`src/rtl/cp0_exc_sched.sv`:
```
// CP0 exception/interrupt scheduler at the M/W boundary. It decides which event is taken
// (interrupt, exception, eret, mtc0), holds SR/Cause/EPC and redirects the PC.
module cp0_exc_sched #(
  parameter logic [31:0] EXC_ENTRY = 32'h0000_4180,
  parameter logic [31:0] PRID_VAL  = 32'h0000_3008
) (
  input  logic        clk,
  input  logic        reset,
  input  logic        valid_m,
  input  logic [31:0] causeM,
  input  logic [31:0] pcM,
  input  logic [5:0]  hwint,
  input  logic        eretM,
  input  logic        cp0_we,
  input  logic [4:0]  cp0_addr,
  input  logic [31:0] cp0_wd,
  output logic [31:0] cp0_rd,
  output logic        exc_flush,
  output logic        pc_redirect,
  output logic [31:0] npc_target,
  output logic [31:0] epc_out
);

  localparam int unsigned XLEN = 32;
  localparam int unsigned NINT = 6;
  localparam int unsigned ECW  = 5;
  localparam int unsigned AW   = 5;

  localparam logic [AW-1:0] ADDR_SR    = AW'(12);
  localparam logic [AW-1:0] ADDR_CAUSE = AW'(13);
  localparam logic [AW-1:0] ADDR_EPC   = AW'(14);
  localparam logic [AW-1:0] ADDR_PRID  = AW'(15);

  // SR.EXL doubles as the FSM state
  typedef enum logic {
    RUN     = 1'b0,
    HANDLER = 1'b1
  } state_e;

  state_e            state_q, state_d;
  logic              ie_q, ie_d;
  logic [NINT-1:0]   im_q, im_d;
  logic [NINT-1:0]   ip_q;
  logic              bd_q, bd_d;
  logic [ECW-1:0]    exc_code_q, exc_code_d;
  logic [XLEN-1:0]   epc_q, epc_d;

  logic              exl_c;
  logic              int_take_c;
  logic              exc_take_c;
  logic              take_c;
  logic              eret_c;
  logic              mtc0_c;
  logic [XLEN-1:0]   sr_val_c;
  logic [XLEN-1:0]   cause_val_c;
  logic [XLEN-1:0]   epc_new_c;

  // Event decode and priority: interrupt > exception > eret > mtc0
  always_comb begin
    exl_c       = (state_q == HANDLER);
    int_take_c  = valid_m & ie_q & ~exl_c & (|(ip_q & im_q));
    exc_take_c  = valid_m & (|causeM[30:0]);
    take_c      = int_take_c | exc_take_c;
    eret_c      = valid_m & eretM & ~take_c;
    mtc0_c      = cp0_we & ~take_c & ~eret_c;
    sr_val_c    = {16'b0, im_q, 8'b0, exl_c, ie_q};
    cause_val_c = {bd_q, 15'b0, ip_q, 3'b0, exc_code_q, 2'b0};
    epc_new_c   = causeM[31] ? (pcM - XLEN'(4)) : pcM;
    epc_new_c   = {epc_new_c[XLEN-1:2], 2'b00};
  end

  // mfc0 read mux; a same-cycle mtc0 is deliberately not forwarded
  always_comb begin
    cp0_rd = '0;
    case (cp0_addr)
      ADDR_SR:    cp0_rd = sr_val_c;
      ADDR_CAUSE: cp0_rd = cause_val_c;
      ADDR_EPC:   cp0_rd = epc_q;
      ADDR_PRID:  cp0_rd = PRID_VAL;
      default:    cp0_rd = '0;
    endcase
  end

  // Next-state and redirect outputs; redirect is suppressed while reset is held
  always_comb begin
    state_d     = state_q;
    ie_d        = ie_q;
    im_d        = im_q;
    bd_d        = bd_q;
    exc_code_d  = exc_code_q;
    epc_d       = epc_q;
    exc_flush   = 1'b0;
    pc_redirect = 1'b0;
    npc_target  = '0;

    if (take_c) begin
      exc_code_d = int_take_c ? ECW'(0) : causeM[6:2];
      bd_d       = causeM[31];
      if (!exl_c) begin
        epc_d = epc_new_c;
      end
      state_d     = HANDLER;
      exc_flush   = reset;
      pc_redirect = reset;
      npc_target  = reset ? EXC_ENTRY : '0;
    end else if (eret_c) begin
      state_d     = RUN;
      exc_flush   = reset;
      pc_redirect = reset;
      npc_target  = reset ? epc_q : '0;
    end else if (mtc0_c) begin
      if (cp0_addr == ADDR_SR) begin
        im_d    = cp0_wd[15:10];
        ie_d    = cp0_wd[0];
        state_d = cp0_wd[1] ? HANDLER : RUN;
      end else if (cp0_addr == ADDR_EPC) begin
        epc_d = {cp0_wd[XLEN-1:2], 2'b00};
      end
    end
  end

  assign epc_out = epc_q;

  always_ff @(posedge clk or negedge reset) begin
    if (!reset) begin
      state_q    <= RUN;
      ie_q       <= 1'b0;
      im_q       <= '0;
      ip_q       <= '0;
      bd_q       <= 1'b0;
      exc_code_q <= '0;
      epc_q      <= '0;
    end else begin
      state_q    <= state_d;
      ie_q       <= ie_d;
      im_q       <= im_d;
      ip_q       <= hwint;
      bd_q       <= bd_d;
      exc_code_q <= exc_code_d;
      epc_q      <= epc_d;
    end
  end

endmodule

```
`config.mk`:
```
export PLATFORM = sky130hd
export DESIGN_NAME = cp0_exc_sched
export DESIGN_NICKNAME = d
export VERILOG_FILES = /design/src/rtl/cp0_exc_sched.sv
export SDC_FILE = /design/constraint.sdc
export NUM_CORES = 1
export LEC_CHECK = 0
export CAP_MARGIN = 20
export CORE_MARGIN = 5
export CORE_UTILIZATION = 30
export CTS_CLUSTER_DIAMETER = 80
export DETAILED_ROUTE_END_ITERATION = 16
export DONT_BUFFER_PORTS = 1
export GPL_ROUTABILITY_DRIVEN = 0
export GPL_TIMING_DRIVEN = 1
export PLACE_DENSITY = 0.46
export SETUP_SLACK_MARGIN = 0.05
export SLEW_MARGIN = 40
export SYNTH_ARGS = -nofsm -noshare
export SYNTH_HDL_FRONTEND = slang
export SYNTH_SLANG_ARGS = --single-unit
export TNS_END_PERCENT = 20
```
`constraint.sdc`:
```
create_clock -name clk -period 4.2 [get_ports clk]
set_input_delay 1.05 -clock clk [delete_from_list [all_inputs] [get_ports clk]]
set_output_delay 1.05 -clock clk [all_outputs]
set_load 0.01 [all_outputs]
```
==> impl_metrics.tcl, run 1 <==
set metrics [dict create \
    tns_ps 0 \
    tightest_slew_ps 701.3 \
    portBuffers 0 \
    grt_pass1_wl_mm 16.83 \
    synthAdderAreaFrac 0.003429 \
    clkLatencyLatePin_ps 290 \
    rsz0062_at_grt "false" \
    post-place-ws_ps 430.8 \
    area_growth_pct 7.133 \
    cap_violations 0 \
    min_period_ps 3754 \
    die-area_mm2 0.01447 \
    num_io_pins 210 \
    netlist_instances 357 \
    yosysTopAreaCellShare 0.3429 \
    synth-xor-area-share 0.06962 \
    p_leak_nw 1.587 \
    hold_path_class "in -> async" \
    vias 2634 \
    drive_above_1_share 0.2635 \
    maxSlewHeadroom 0.5315 \
    async_flop_share 1.000 \
    worstPathArrival_ps 2700 \
    syn_avg_cell_area_um2 10.22 \
    grt_usage 0.1494 \
    drcViolationCount 0 \
    cts_root_buffer "clkbuf_16" \
    hold_violations 0 \
    required_ps 3150 \
    synthTopCellsByCount "mux2_2, dfrtp_1, and2_1, nor2_1, xor2_1" \
    netlist_area_mm2 0.003648 \
    postCtsSetupRepairBufs 0 \
    yosysMostFrequentCell "mux2_2" \
    ys_ff_latch 50 \
    fin_ws_ps 445.8 \
    peakVddDrop_mv 0.1701 \
    fin_crit_sh 0.8939 \
    drt_iter0_markers 71 \
    yosysWarningCount 0 \
    synth_top_family_by_area "simple AND/OR/NAND/NOR gates" \
    floorplan.core_area_mm2 0.01196 \
    setup_viol 0 \
    drv_slew 0 \
    numCtsBuffers 5 \
    synthMuxAreaShare 0.2404 \
    first_pass_iters 4 \
    yosys.area.top_type "dfrtp_1" \
    grt_max_degree 56 \
    h-tree-depth 2 \
    clock.fmax_ghz 0.2664 \
    clkSinkCount 50 \
    whs_ps 439.4 \
    fp-row-count 40 \
    startpoint_type "input pin" \
    hpwl_mm 8.509 \
    status "finished, final reports clean" \
    antenna_left 0 \
    fin_nets 465 \
    dp.cells 492 \
    fin_skew_ps 7.206 \
    power_density_mw_per_mm2 355.9 \
    synth_area_leaders "dfrtp_1, mux2_2, and2_1" \
    grt_pass1_vias 2973 \
    fin_total_pwr_mw 1.391 \
    clkTransAtPathRegs_ps 80 \
    yosysUniqueCellTypes 43 \
    ctsResizeCount 0 \
    start_util 0.3050 \
    fin_cells 501 \
    critical_path.max_fanout 21 \
    postCtsHoldBufs 0 \
    routed_wl_mm 11.11 \
    antenna_found_initial 1 \
    synth-simple-area-share 0.2521 \
    synth_edf_count 0 \
    die_x_um 120.3 \
    synth_compound_area_frac 0.04287 \
    worstSetupPathType "in -> out" \
    avgViaCountPerCell 5.257 \
    yosysSeqAreaShare 0.3429 \
    endpoint_kind "primary output" \
    synth-main-ff-cell "dfrtp_1" \
    fp.dieH_um 120.3 \
    cts_tree "done" \
    wl_per_cell_um 22.18 \
    ctsLongestPathBuffers 2 \
    grt-ovfl-total 0 \
]
## final timing paths
check	start	end	slack [ps]	depth (start not counted)
min reg2reg	exc_code_q[1]	exc_code_q[1]	520	2
min in group clk	exc_code_q[1]	exc_code_q[1]	520	2
min	reset	ip_q[0]	440	0
max in group asynchronous	reset	epc_out[9]	3650	0
max	causeM[1]	npc_target[11]	450	7
max reg2reg	im_q[0]	epc_out[9]	1680	8
## stage by stage
stage / area, um2 / utilization
after global routing: 3909 / 0.3268
after detailed placement: 3752 / 0.3137
final: 3909 / 0.3268
after global placement: 3752 / 0.3137
after CTS: 3906 / 0.3266
after floorplan: 3660 / -
## state kept, by name, summed over array words and instances (netlist names)
name        flops
bd_q            1
epc_out        30
exc_code_q      5
exl_c           1
ie_q            1
im_q            6
ip_q            6
## cells by family (layout without fill, tap and decap cells)
group,after synthesis,count (layout)
flops,50,50
fa+ha+maj,1,1
mux,79,79
xor+xnor,29,29
other cells,1,5
compound gates,23,23
buf+inv,25,18
simple gates,149,149
## per-layer routing
metal,up-vias,wire (um),global-route usage,share of wire
met5,-,0,0,0
li1,1237,-,-,-
met3,8,1295,0.06595,0.12
met2,140,5234,0.2490,0.47
met1,1249,4418,0.1779,0.40
met4,0,161,0.03399,0.014
## worst max-delay path: stages
cell and delay [ps]:
nor4_1 270, nand4_1 190, o21ai_4 330, nand2_2 110
nor2_2 340, buf_12 210, and2_1 200
## where the power goes
| part | internal (mW) | switching [mW] | leakage (nW) |
|---|---|---|---|
| combinational | 0.135 | 0.0909 | 0.913 |
| sequential | 0.578 | 0.150 | 0.597 |
| clock | 0.229 | 0.208 | 0.0763 |
| total | 0.943 | 0.449 | 1.59 |
## layout by cell type, fill, tap and decap left out, types with 3 or more instances in the layout
master and count:
a22oi_1 8, clkbuf_16 5, mux2_2 65, xor2_1 22
nand2b_1 3, nor4_1 11, conb_1 4, a21oi_1 9
nand2_1 7, nor3_1 15, mux2i_1 10, nor2_1 28
mux2_1 4, dfrtp_1 50, and2_1 49, or3_1 4
xnor2_1 7, nand3b_1 3, buf_4 7, nor2b_1 8
nor4_4 3
## final cells by class
cell class / instances / area, um2
Multi-Input combinational cell: 285 / 2237
Fill cell: 1246 / 8053
Sequential cell: 50 / 1251
Clock inverter: 3 / 28.78
Timing Repair Buffer: 8 / 72.57
Antenna cell: 1 / 2.502
Inverter: 2 / 7.507
Clock buffer: 5 / 125.1
Tap cell: 147 / 183.9
Note: power is estimated with default switching activity, not from simulation.
==> inputs of run 2 (changes only) <==
--- a/config.mk
+++ b/config.mk
@@ -15,7 +15,7 @@
 export GPL_TIMING_DRIVEN = 1
 export PLACE_DENSITY = 0.46
 export SETUP_SLACK_MARGIN = 0.05
-export SLEW_MARGIN = 40
+export SLEW_MARGIN = 15
 export SYNTH_ARGS = -nofsm -noshare
 export SYNTH_HDL_FRONTEND = slang
 export SYNTH_SLANG_ARGS = --single-unit
==> results of run 2 <==
No change in the layout: final DEF, timing and power equal those of run 1.
==> inputs of run 3 (changes only) <==
--- a/config.mk
+++ b/config.mk
@@ -13,7 +13,7 @@
 export DONT_BUFFER_PORTS = 1
 export GPL_ROUTABILITY_DRIVEN = 0
 export GPL_TIMING_DRIVEN = 1
-export PLACE_DENSITY = 0.46
+export PLACE_DENSITY = 0.42
 export SETUP_SLACK_MARGIN = 0.05
 export SLEW_MARGIN = 15
 export SYNTH_ARGS = -nofsm -noshare
==> run 3 against run 2 <==
Net effect: maximum frequency down 0.77%; global-route usage shrank 0.27 points; sequential power about the same; sequential share of layout area increased by 0.072 points; highest routed layer is now met5; clock power decreased by 8.5%; critical path depth did not move; critical path type unchanged; flip-flop and latch count did not move; critical endpoint is now npc_target[3].
==> impl_metrics.tcl, run 3 (synthesis gave the netlist of run 1 again) <==
set metrics [dict create \
    numCtsBuffers 5 \
    post-place-ws_ps 324.8 \
    slowest_stage "o21ai_4" \
    p_leak_nw 1.580 \
    maxSlewHeadroom 0.5289 \
    power_density_mw_per_mm2 347.9 \
    peakVddDrop_mv 0.1492 \
    reg2reg_from "im_q[0]" \
    area_growth_pct 6.893 \
    fp-row-count 40 \
    antenna_left 0 \
    grt-ovfl-total 0 \
    hpwl_mm 8.391 \
    floorplan.core_area_mm2 0.01196 \
    num_io_pins 210 \
    die_x_um 120.3 \
    wl_per_cell_um 21.67 \
    fin_ws_ps 416.8 \
    critical_path.max_fanout 16 \
    max_stage_delay_ps 330 \
    clkLatencyLatePin_ps 290 \
    r2r-end "epc_out[28]" \
    largest_register_ffs 30 \
    cp_cell_sequence "nor4_1, nand4_1, o21ai_4, nand2_2, nor2_2, buf_4, and2_1" \
    fin_crit_sh 0.9008 \
    grt_pass1_wl_mm 16.44 \
    min_period_ps 3783 \
    fin_total_pwr_mw 1.357 \
    reg2reg_depth 7 \
    worstSetupPathType "in -> out" \
    vias 2625 \
    start_util 0.3050 \
    status "finished, final reports clean" \
    hold_path_class "in -> async" \
    clkSinkCount 50 \
    fp.dieH_um 120.3 \
    layout.cells.most_common_list "mux2_2, dfrtp_1, and2_1, nor2_1, xor2_1" \
    clkTransAtPathRegs_ps 70 \
    fin_nets 466 \
    ff2ff_setup_slack_ps 1910 \
    grt_max_degree 56 \
    cp_top_family "simple AND/OR/NAND/NOR gates" \
    first_pass_iters 4 \
    routed_wl_mm 10.84 \
    drcViolationCount 0 \
    ctsResizeCount 0 \
    setup_viol 0 \
    grt_pass1_vias 2898 \
    postCtsHoldBufs 0 \
    drt_iter0_markers 102 \
    cts_root_buffer "clkbuf_16" \
    worstPathArrival_ps 2730 \
    tightest_slew_ps 705.2 \
    path_buf_inv 1 \
    tns_ps 0 \
    h-tree-depth 2 \
    portBuffers 0 \
    avgViaCountPerCell 5.250 \
    endpoint_kind "primary output" \
    rsz0062_at_grt "false" \
    drive_above_1_share 0.2635 \
    whs_ps 447.3 \
    diodes 0 \
    ctsLongestPathBuffers 2 \
    crit_cells 7 \
    cts_tree "done" \
    postCtsSetupRepairBufs 0 \
    antenna_found_initial 1 \
    final_common_cell "mux2_2" \
    clock.fmax_ghz 0.2643 \
    grt_usage 0.1466 \
    drv_slew 0 \
    required_ps 3150 \
    die-area_mm2 0.01447 \
    startpoint_type "input pin" \
    cap_violations 0 \
    fin_skew_ps 5.827 \
    hold_violations 0 \
]
-- run 3: cell count changes in the layout (fill, tap and decap cells not counted) --
cell / previous run / this run
diode_2: 1 / 0
buf_4: 7 / 8
clkinv_4: 1 / 0
clkinvlp_4: 0 / 2
inv_6: 1 / 0
inv_8: 1 / 0
-- run 3: worst max-delay path by stage --
stage	start	end
2_1_floorplan	causeM[1]	npc_target[10]
6_report	causeM[3]	npc_target[3]
4_1_cts	causeM[3]	npc_target[3]
3_5_place_dp	causeM[3]	npc_target[3]
3_3_place_gp	causeM[3]	npc_target[3]
5_1_grt	causeM[3]	npc_target[3]
-- run 3: where the power goes --
part	leakage [nW]	internal, mW	switching (mW)
clock network	0.0619	0.218	0.183
logic	0.922	0.136	0.0923
registers	0.597	0.579	0.149
total	1.58	0.933	0.424
-- run 3: layer usage --
metal,wire (um),GRT usage
met4,46,0.02550
met1,4500,0.1798
met2,5161,0.2452
met3,1113,0.06080
met5,13,0
-- run 3: final cells by class --
cell class              instances  area, um2
fillers                      1246       8061
multi-input cells             285       2237
flip-flops and latches         50       1251
well taps                     147      183.9
clock buffers                   5      125.1
repair buffers                  9      80.08
clock inverters                 2      15.01
inverters                       2      7.507
-- run 3: worst reg2reg max path, cell delays in order, from the launching register on --
cell      delay, ps
dfrtp_1         400
a22oi_1         230
nand3_1         150
nand4b_1        140
nand2_2         150
mux2_2          520
buf_12          230
mux2_2          350
-- run 3: through the flow --
stage	instance area, um2	instances	utilization
after floorplan	3660	360	-
after global placement	3760	493	0.3143
after detailed placement	3760	493	0.3143
after CTS	3900	500	0.3260
after global routing	3900	500	0.3260
final	3900	500	0.3260
